===== config.mk =====
export PLATFORM = sky130hd
export DESIGN_NAME = game_ctrl
export DESIGN_NICKNAME = d
export VERILOG_FILES = /design/src/rtl/dino_pkg.sv /design/src/rtl/game_ctrl_bcd_cnt4.sv /design/src/rtl/game_ctrl.sv
export SDC_FILE = /design/constraint.sdc
export NUM_CORES = 1
export LEC_CHECK = 0
export ABC_AREA = 1
export CAP_MARGIN = 20
export CORE_MARGIN = 3
export CORE_UTILIZATION = 49
export DETAILED_ROUTE_END_ITERATION = 16
export PLACE_DENSITY = 0.82
export REMOVE_ABC_BUFFERS = 1
export SLEW_MARGIN = 20
export SYNTH_ARGS = -nofsm -noshare
export SYNTH_HDL_FRONTEND = slang
export SYNTH_SLANG_ARGS = --single-unit

===== constraint.sdc =====
create_clock -name clk -period 1.6 [get_ports clk]
set_clock_uncertainty 0.05 [all_clocks]
set_input_delay 0.16 -clock clk [delete_from_list [all_inputs] [get_ports clk]]
set_output_delay 0.16 -clock clk [all_outputs]
set_load 0.1 [all_outputs]

===== src/rtl/dino_pkg.sv =====
// Shared constants and state encoding for the dino game controller.
package dino_pkg;

  typedef enum logic [1:0] {
    IDLE = 2'd0,
    RUN  = 2'd1,
    DEAD = 2'd2
  } state_t;

  localparam int unsigned FRAMES_PER_POINT = 6;
  localparam int unsigned DEAD_LOCKOUT     = 30;
  localparam int unsigned SPEED_MAX        = 7;

endpackage


===== src/rtl/game_ctrl_bcd_cnt4.sv =====
// Four-digit BCD up-counter that saturates at 9999; flags each step into a new hundred.
module bcd_cnt4 (
  input  logic        clk,
  input  logic        rst,
  input  logic        clr,
  input  logic        inc,
  output logic [15:0] value,
  output logic        carry_hundreds
);

  logic [3:0]  carry;
  logic [15:0] value_nxt;

  always_comb begin
    carry[0] = inc && (value != 16'h9999);
    carry[1] = carry[0] && (value[3:0]  == 4'd9);
    carry[2] = carry[1] && (value[7:4]  == 4'd9);
    carry[3] = carry[2] && (value[11:8] == 4'd9);
    value_nxt = value;
    for (int unsigned i = 0; i < 4; i++) begin
      if (carry[i])
        value_nxt[4*i +: 4] = (value[4*i +: 4] == 4'd9) ? 4'd0 : value[4*i +: 4] + 4'd1;
    end
    carry_hundreds = carry[2];
  end

  always_ff @(posedge clk or posedge rst) begin
    if (rst)
      value <= '0;
    else if (clr)
      value <= '0;
    else if (carry[0])
      value <= value_nxt;
  end

endmodule


===== src/rtl/game_ctrl.sv =====
// Game state machine: frame pacing, collision latch, BCD scoring, speed and best score.
module game_ctrl
  import dino_pkg::*;
#(
  parameter int unsigned FRAMES_PER_PT = dino_pkg::FRAMES_PER_POINT
) (
  input  logic        clk,
  input  logic        rst,
  input  logic        vsync,
  input  logic        valid,
  input  logic        black_cactus,
  input  logic        black_dino,
  input  logic        start,
  output logic [1:0]  state,
  output logic [15:0] score,
  output logic [15:0] hi_score,
  output logic [2:0]  speed,
  output logic        hit
);

  localparam logic [2:0] FCNT_LAST = 3'(FRAMES_PER_PT - 1);
  localparam logic [4:0] LOCK_MAX  = 5'(DEAD_LOCKOUT);
  localparam logic [2:0] SPD_MAX   = 3'(SPEED_MAX);

  state_t     state_q, state_d;
  logic       vs_prev, frame_tick, overlap, latch, crash;
  logic [2:0] fcnt;
  logic [4:0] lock;
  logic       clr_game, inc_frame, enter_dead, score_inc, hund_carry;

  assign frame_tick = vsync && !vs_prev;
  assign overlap    = valid && black_cactus && black_dino;
  // an overlap on the tick cycle itself still counts for the frame just ended
  assign crash      = latch || overlap;
  assign score_inc  = inc_frame && (fcnt == FCNT_LAST);
  assign state      = state_q;

  always_ff @(posedge clk or posedge rst) begin
    if (rst) state_q <= IDLE;
    else     state_q <= state_d;
  end

  always_comb begin
    state_d    = state_q;
    clr_game   = 1'b0;
    inc_frame  = 1'b0;
    enter_dead = 1'b0;
    case (state_q)
      IDLE: begin
        if (start) begin
          state_d  = RUN;
          clr_game = 1'b1;
        end
      end
      RUN: begin
        if (frame_tick) begin
          if (crash) begin
            state_d    = DEAD;
            enter_dead = 1'b1;
          end else begin
            inc_frame = 1'b1;
          end
        end
      end
      DEAD: begin
        if (start && lock == LOCK_MAX) begin
          state_d  = RUN;
          clr_game = 1'b1;
        end
      end
      default: state_d = IDLE;
    endcase
  end

  always_ff @(posedge clk or posedge rst) begin
    if (rst) begin
      vs_prev <= 1'b1;
      latch   <= 1'b0;
      hit     <= 1'b0;
    end else begin
      vs_prev <= vsync;
      if (frame_tick) begin
        hit   <= crash;
        latch <= 1'b0;
      end else if (overlap) begin
        latch <= 1'b1;
      end
    end
  end

  always_ff @(posedge clk or posedge rst) begin
    if (rst) begin
      fcnt     <= '0;
      lock     <= '0;
      speed    <= 3'd1;
      hi_score <= '0;
    end else begin
      if (clr_game)
        fcnt <= '0;
      else if (inc_frame)
        fcnt <= (fcnt == FCNT_LAST) ? 3'd0 : fcnt + 3'd1;

      if (enter_dead)
        lock <= '0;
      else if (state_q == DEAD && frame_tick && lock != LOCK_MAX)
        lock <= lock + 5'd1;

      if (clr_game)
        speed <= 3'd1;
      else if (hund_carry && speed != SPD_MAX)
        speed <= speed + 3'd1;

      // packed BCD orders the same as binary, so a plain compare suffices
      if (enter_dead && score > hi_score)
        hi_score <= score;
    end
  end

  bcd_cnt4 u_score (
    .clk            (clk),
    .rst            (rst),
    .clr            (clr_game),
    .inc            (score_inc),
    .value          (score),
    .carry_hundreds (hund_carry)
  );

endmodule


* Word-level counts from Yosys, hierarchy flattened *
Cells that the tools add are included.

storage, ports and cells
  output and inout bits = 38
  register bits = 48
  logic and storage cells = 95

cells by class
  multiplexer cells = 32
  order comparisons = 1
  add/sub/neg operators = 7
  equal/unequal tests = 15
  reduce and logical (&&, ||, !) cells = 28

operators by type and width
  kind                                                              count
  16-bit 2-to-1 mux                                                 2
  4-bit 2-to-1 mux                                                  7
  4-bit by 1-bit adder with 4-bit output (second input constant)    4
  4-bit == test (second input constant)                             4
  16-bit > comparator                                               1
  16-bit inequality test (second input constant)                    1
  2-bit nonzero test                                                8
  3-bit 2-to-1 mux                                                  5
  1-bit logical AND                                                 13
  1-bit 2-to-1 mux                                                  10
  5-bit 2-to-1 mux                                                  2
  2-bit 2-to-1 mux                                                  4
  2-bit inequality test (second input constant)                     4
  3-bit by 1-bit adder with 3-bit output (second input constant)    2
  2-bit one-hot mux with 3 select lines                             1
  2-bit AND reduction                                               3
  5-bit by 1-bit adder with 5-bit output (second input constant)    1
  5-bit == test (second input constant)                             1
  5-bit inequality test (second input constant)                     1
  4-bit AND reduction                                               1
  3-bit == test (second input constant)                             1
  3-bit inequality test (second input constant)                     1
  2-bit by 1-bit == test with 1-bit output (second input constant)  1
  2-bit == test (second input constant)                             1
  other kinds (4)                                                   4

* Depth between registers and ports, before layout *
  depth after elaboration = 14
  gate-level depth with buffers = 15
  gate-level depth less buffers = 14

* By module *
Synthesis repeated with hierarchy kept, for this count alone.

unflattened totals
  cell total of the unflattened synthesis = 376
  area, all modules = 2976.6 um2

by module, submodules not included
  module     area an instance (um2)  times used  cells each
  game_ctrl  1926.8                  1           240
  bcd_cnt4   1049.8                  1           136

* Worst setup path before layout *
No wires, ideal clock.

  path kind = register -> register
  from = register u_score.value[0]
  to = register hi_score[0]
  path slack = -0.732 ns
  required time = 1.428 ns
  stages on the path, launching flop included = 16
  arrival time = 2.160 ns
  library setup time = 0.122 ns
  path through = dfrtp_1 > inv_1 > ha_1 > inv_1 > nand2_1 > nand2_1 > nand2_1 > nand2_1 > nand2_1 > nand2_1 > nand2_1 > nand2_2 > nand2_4 > buf_6 > nand2_1 > nand2_1

on the way
  cells in the longest elaborated chain, start to end = 2

RTL lines
  what                    RTL line                  text
  start, declared         game_ctrl_bcd_cnt4.sv:7   output logic [15:0] value,
  start signal, assigned  game_ctrl_bcd_cnt4.sv:33  value <= value_nxt;
  16-bit > comparator     game_ctrl.sv:114          if (enter_dead && score > hi_score)
  1-bit logical AND       game_ctrl.sv:114
  end signal, assigned    game_ctrl.sv:115          hi_score <= score;
  end, declared           game_ctrl.sv:16           output logic [15:0] hi_score,

Parallel ways exist; a longest one is shown, timed or not.
A chain may end at the register's enable or synchronous reset.

* Final worst setup path *
  from = register hi_score[5]
  to = register hi_score[12]

on the way
  cells in the longest elaborated chain, start to end = 2

RTL lines
  what                 RTL line
  16-bit > comparator  game_ctrl.sv:114
  1-bit logical AND    game_ctrl.sv:114

Every way passes these cells.

==> results.txt <==
Final setup viols -> 42
Post-synth EDFFs -> 0
Commonest cells in the netlist -> nand2_1 (108), inv_1 (51), nand3_1 (48), dfrtp_1 (46), ha_1 (28)
CP startpoint -> hi_score[5]
P&R area growth vs syn -> 84.6%
Drt first pass iters -> 7
Max-cap violations -> 0
Iteration-0 DRC Markers -> 508
Reg2Reg Depth -> 11
Clock power frac -> 0.079
Root Buffer -> clkbuf_8
Pwr dens -> 1900 mW/mm2
Largest net degree at the start of global routing -> 34
Maximum VDD drop -> 0.00198 V
Count of cell types in the netlist -> 29
Failing checks -> setup timing
Skew-Pair Late Insertion Delay -> 320 ps
Worst setup path class -> flip-flop to flip-flop
GRT Total Usage -> 0.291
Post-Syn Instances -> 375
Clock Path Buffers -> 2
Via count -> 3,838
Ys flop type -> dfrtp_1
DP HPWL -> 5800 um
WL per Instance -> 25.2 um
Port bufs -> 44
Worst R2R Setup Slack -> -400 ps
Average size of a mapped cell -> 7.91 um2
CP startpoint kind -> flip-flop
CTS buffer count -> 5
Comb power frac -> 0.740
Worst setup margin -> -404 ps
Worst EP required -> 1760 ps
Initial core utilization -> 0.522
Nets -> 553
Final min period -> 2000 ps
GP Congestion -> 0.875
Max Clk Rate -> 499 MHz
Pwr Total -> 10.4 mW
Residual DRC -> 0
Critical Path AT -> 2170 ps
Status -> finished, violations left
Post-place setup slack -> -223 ps
Reg-to-reg critical path startpoint -> hi_score[5]
Routed wire length -> 14,900 um
Met3 WL -> 1710 um
Most used cell along the critical path -> nor2_4
Min-delay worst type -> input pin to async pin
CTS Hold Bufs -> 0
Clock sinks -> 48
Relative slew slack -> 0.741
Seq pwr share -> 0.181
Antenna cells -> 0
H-tree levels -> 2
Synth area leaders -> dfrtp_1 (39%), nand2_1 (14%), ha_1 (12%), nand3_1 (8.1%), inv_1 (6.5%)
CTS tree -> built
YS warnings -> 0
Met1 Wirelength -> 5110 um
Core Footprint -> 0.00568 mm2
Chip height -> 83.8 um
Share of cells above drive strength 1 -> 0.553
P_leak -> 2.60 nW
# rows -> 27
Clk pin slew, worst setup/hold paths -> 100 ps
Vias in the first global route -> 3,410
Synthesized flop and latch total -> 48
Cell area after synthesis -> 0.00297 mm2
Ys async rst share -> 1.00
Bufs and invs on worst path -> 3
Final Max Tran Viols -> 0
Internal power -> 4.76 mW
DIE WIDTH -> 83.8 um
Io pins -> 45
Initial antenna violation count -> 0
RSZ-0062 raised after global routing -> yes
Largest area contributor in the netlist -> dfrtp_1
Cell with the most instances after synthesis -> nand2_1
Worst Path Max Fanout -> 8
Yosys top cell area share -> 0.388
Crit. End Element -> flip-flop
Final period util -> 1.25
Fin. Hold Viols -> 0
Delay-heaviest family, CP -> simple AND/OR/NAND/NOR gates
Total gr overflow -> 0
Vias per std cell -> 6.49
Psw -> 5.66 mW
Antenna violation net count after detailed routing -> 0
Switching share of power -> 0.543
Sequential area share after synthesis -> 0.406
Largest stage delay, worst path -> 390 ps
Global-route wire length before repair -> 16,400 um
Max layer used -> met4
Reg2reg end -> hi_score[12]
Worst slew pin tran -> 388 ps
Worst path cell trace -> inv_1 -> ha_4 -> nand2_2 -> nor2_4 -> nand4_1 -> nor2_4 -> nor2_4 -> buf_12 -> buf_12 -> nand3_2 -> nand2_1
Met2 WL -> 6950 um
Crit path max-delay cell type -> dfrtp_1
Die area -> 0.00702 mm2
==> sequential cells by signal (all words and copies together) (netlist names) <==
signal,count
u_score.value,16
lock,5
hi_score,16
speed,3
state,2
latch,1
vs_prev,1
fcnt,3
hit,1
==> layout make-up <==
type                    count  area (um2)
clock buffers               7        86.3
clock inverters             1        7.51
fillers                   118         203
inverters                  54         210
multi-input cells         268        2200
flip-flops and latches     48        1210
well taps                  72        90.1
repair buffers            140        1660
repair inverters            1        8.76
==> stage by stage <==
step | hold WS, ps | instance area, um2 | cells | util | TNS [ps]
floorplan | 114 | 2900 | 369 | - | -26570
global placement | 414 | 4350 | 554 | 0.766 | -3040
detailed placement | 425 | 4350 | 554 | 0.766 | -5730
CTS | 94.8 | 4810 | 573 | 0.848 | -2470
global route | 91.1 | 5470 | 591 | 0.964 | -12310
finish | 91.6 | 5470 | 591 | 0.964 | -10970
==> cell families (layout without fill, tap and decap cells) <==
| logic type | after synthesis | count (layout) | share of synthesized area |
|---|---|---|---|
| AO/OA/AOI/OAI | 28 | 28 | 0.0523 |
| XOR/XNOR | 8 | 8 | 0.0236 |
| AND/OR/NAND/NOR | 203 | 204 | 0.311 |
| flip-flops | 48 | 48 | 0.406 |
| buffers and inverters | 60 | 203 | 0.0890 |
| adder cells (fa/ha/maj) | 28 | 28 | 0.118 |
==> layout by cell type (no fill, tap or decap), types with 5 or more instances in the layout <==
| master | n |
|---|---|
| nand2_2 | 25 |
| buf_4 | 76 |
| nand2_4 | 10 |
| nand2_1 | 76 |
| nor2_1 | 12 |
| nand3_1 | 18 |
| buf_6 | 15 |
| clkdlybuf4s50_1 | 6 |
| dfrtp_2 | 6 |
| nor2_4 | 15 |
| clkbuf_8 | 6 |
| nand3_2 | 28 |
| nand4_1 | 5 |
| buf_12 | 42 |
| ha_4 | 15 |
| ha_1 | 12 |
| dfrtp_1 | 40 |
| inv_1 | 39 |
| o21ai_2 | 8 |
| xor2_1 | 5 |
| inv_2 | 13 |
==> routing by layer <==
metal,track usage,vias to the layer above
li1,-,1486
met1,0.327,1792
met2,0.529,431
met3,0.0503,129
met4,0.136,0
met5,0,-
==> power groups by stage <==
stage | Combinational, mW | Sequential [mW] | Clock (mW)
2_1_floorplan | 1.48 | 3.33 | 0
5_1_grt | 7.93 | 1.89 | 0.887
3_5_place_dp | 5.24 | 1.77 | 0
3_3_place_gp | 5.08 | 1.76 | 0
6_report | 7.71 | 1.89 | 0.826
4_1_cts | 6.09 | 1.76 | 0.770
==> how the worst max path moves through the flow <==
| stage | end | slack, ps | depth (start not counted) |
|---|---|---|---|
| 6_report | hi_score[12] | -400 | 11 |
| 4_1_cts | hi_score[1] | -120 | 9 |
| 3_3_place_gp | hi_score[9] | -130 | 10 |
| 5_1_grt | hi_score[9] | -420 | 11 |
| 3_5_place_dp | hi_score[15] | -220 | 10 |
| 2_1_floorplan | hi_score[0] | -760 | 14 |
==> what timing repair did <==
item | 4_1_cts | 5_1_grt
endpoints found under the setup margin | 38 | 43
gates cloned | 0 | 2
buffers inserted | 11 | 17
resized for setup | 64 | 131
pin swaps | 44 | 55
No activity file was read; power rests on OpenSTA's default activity.
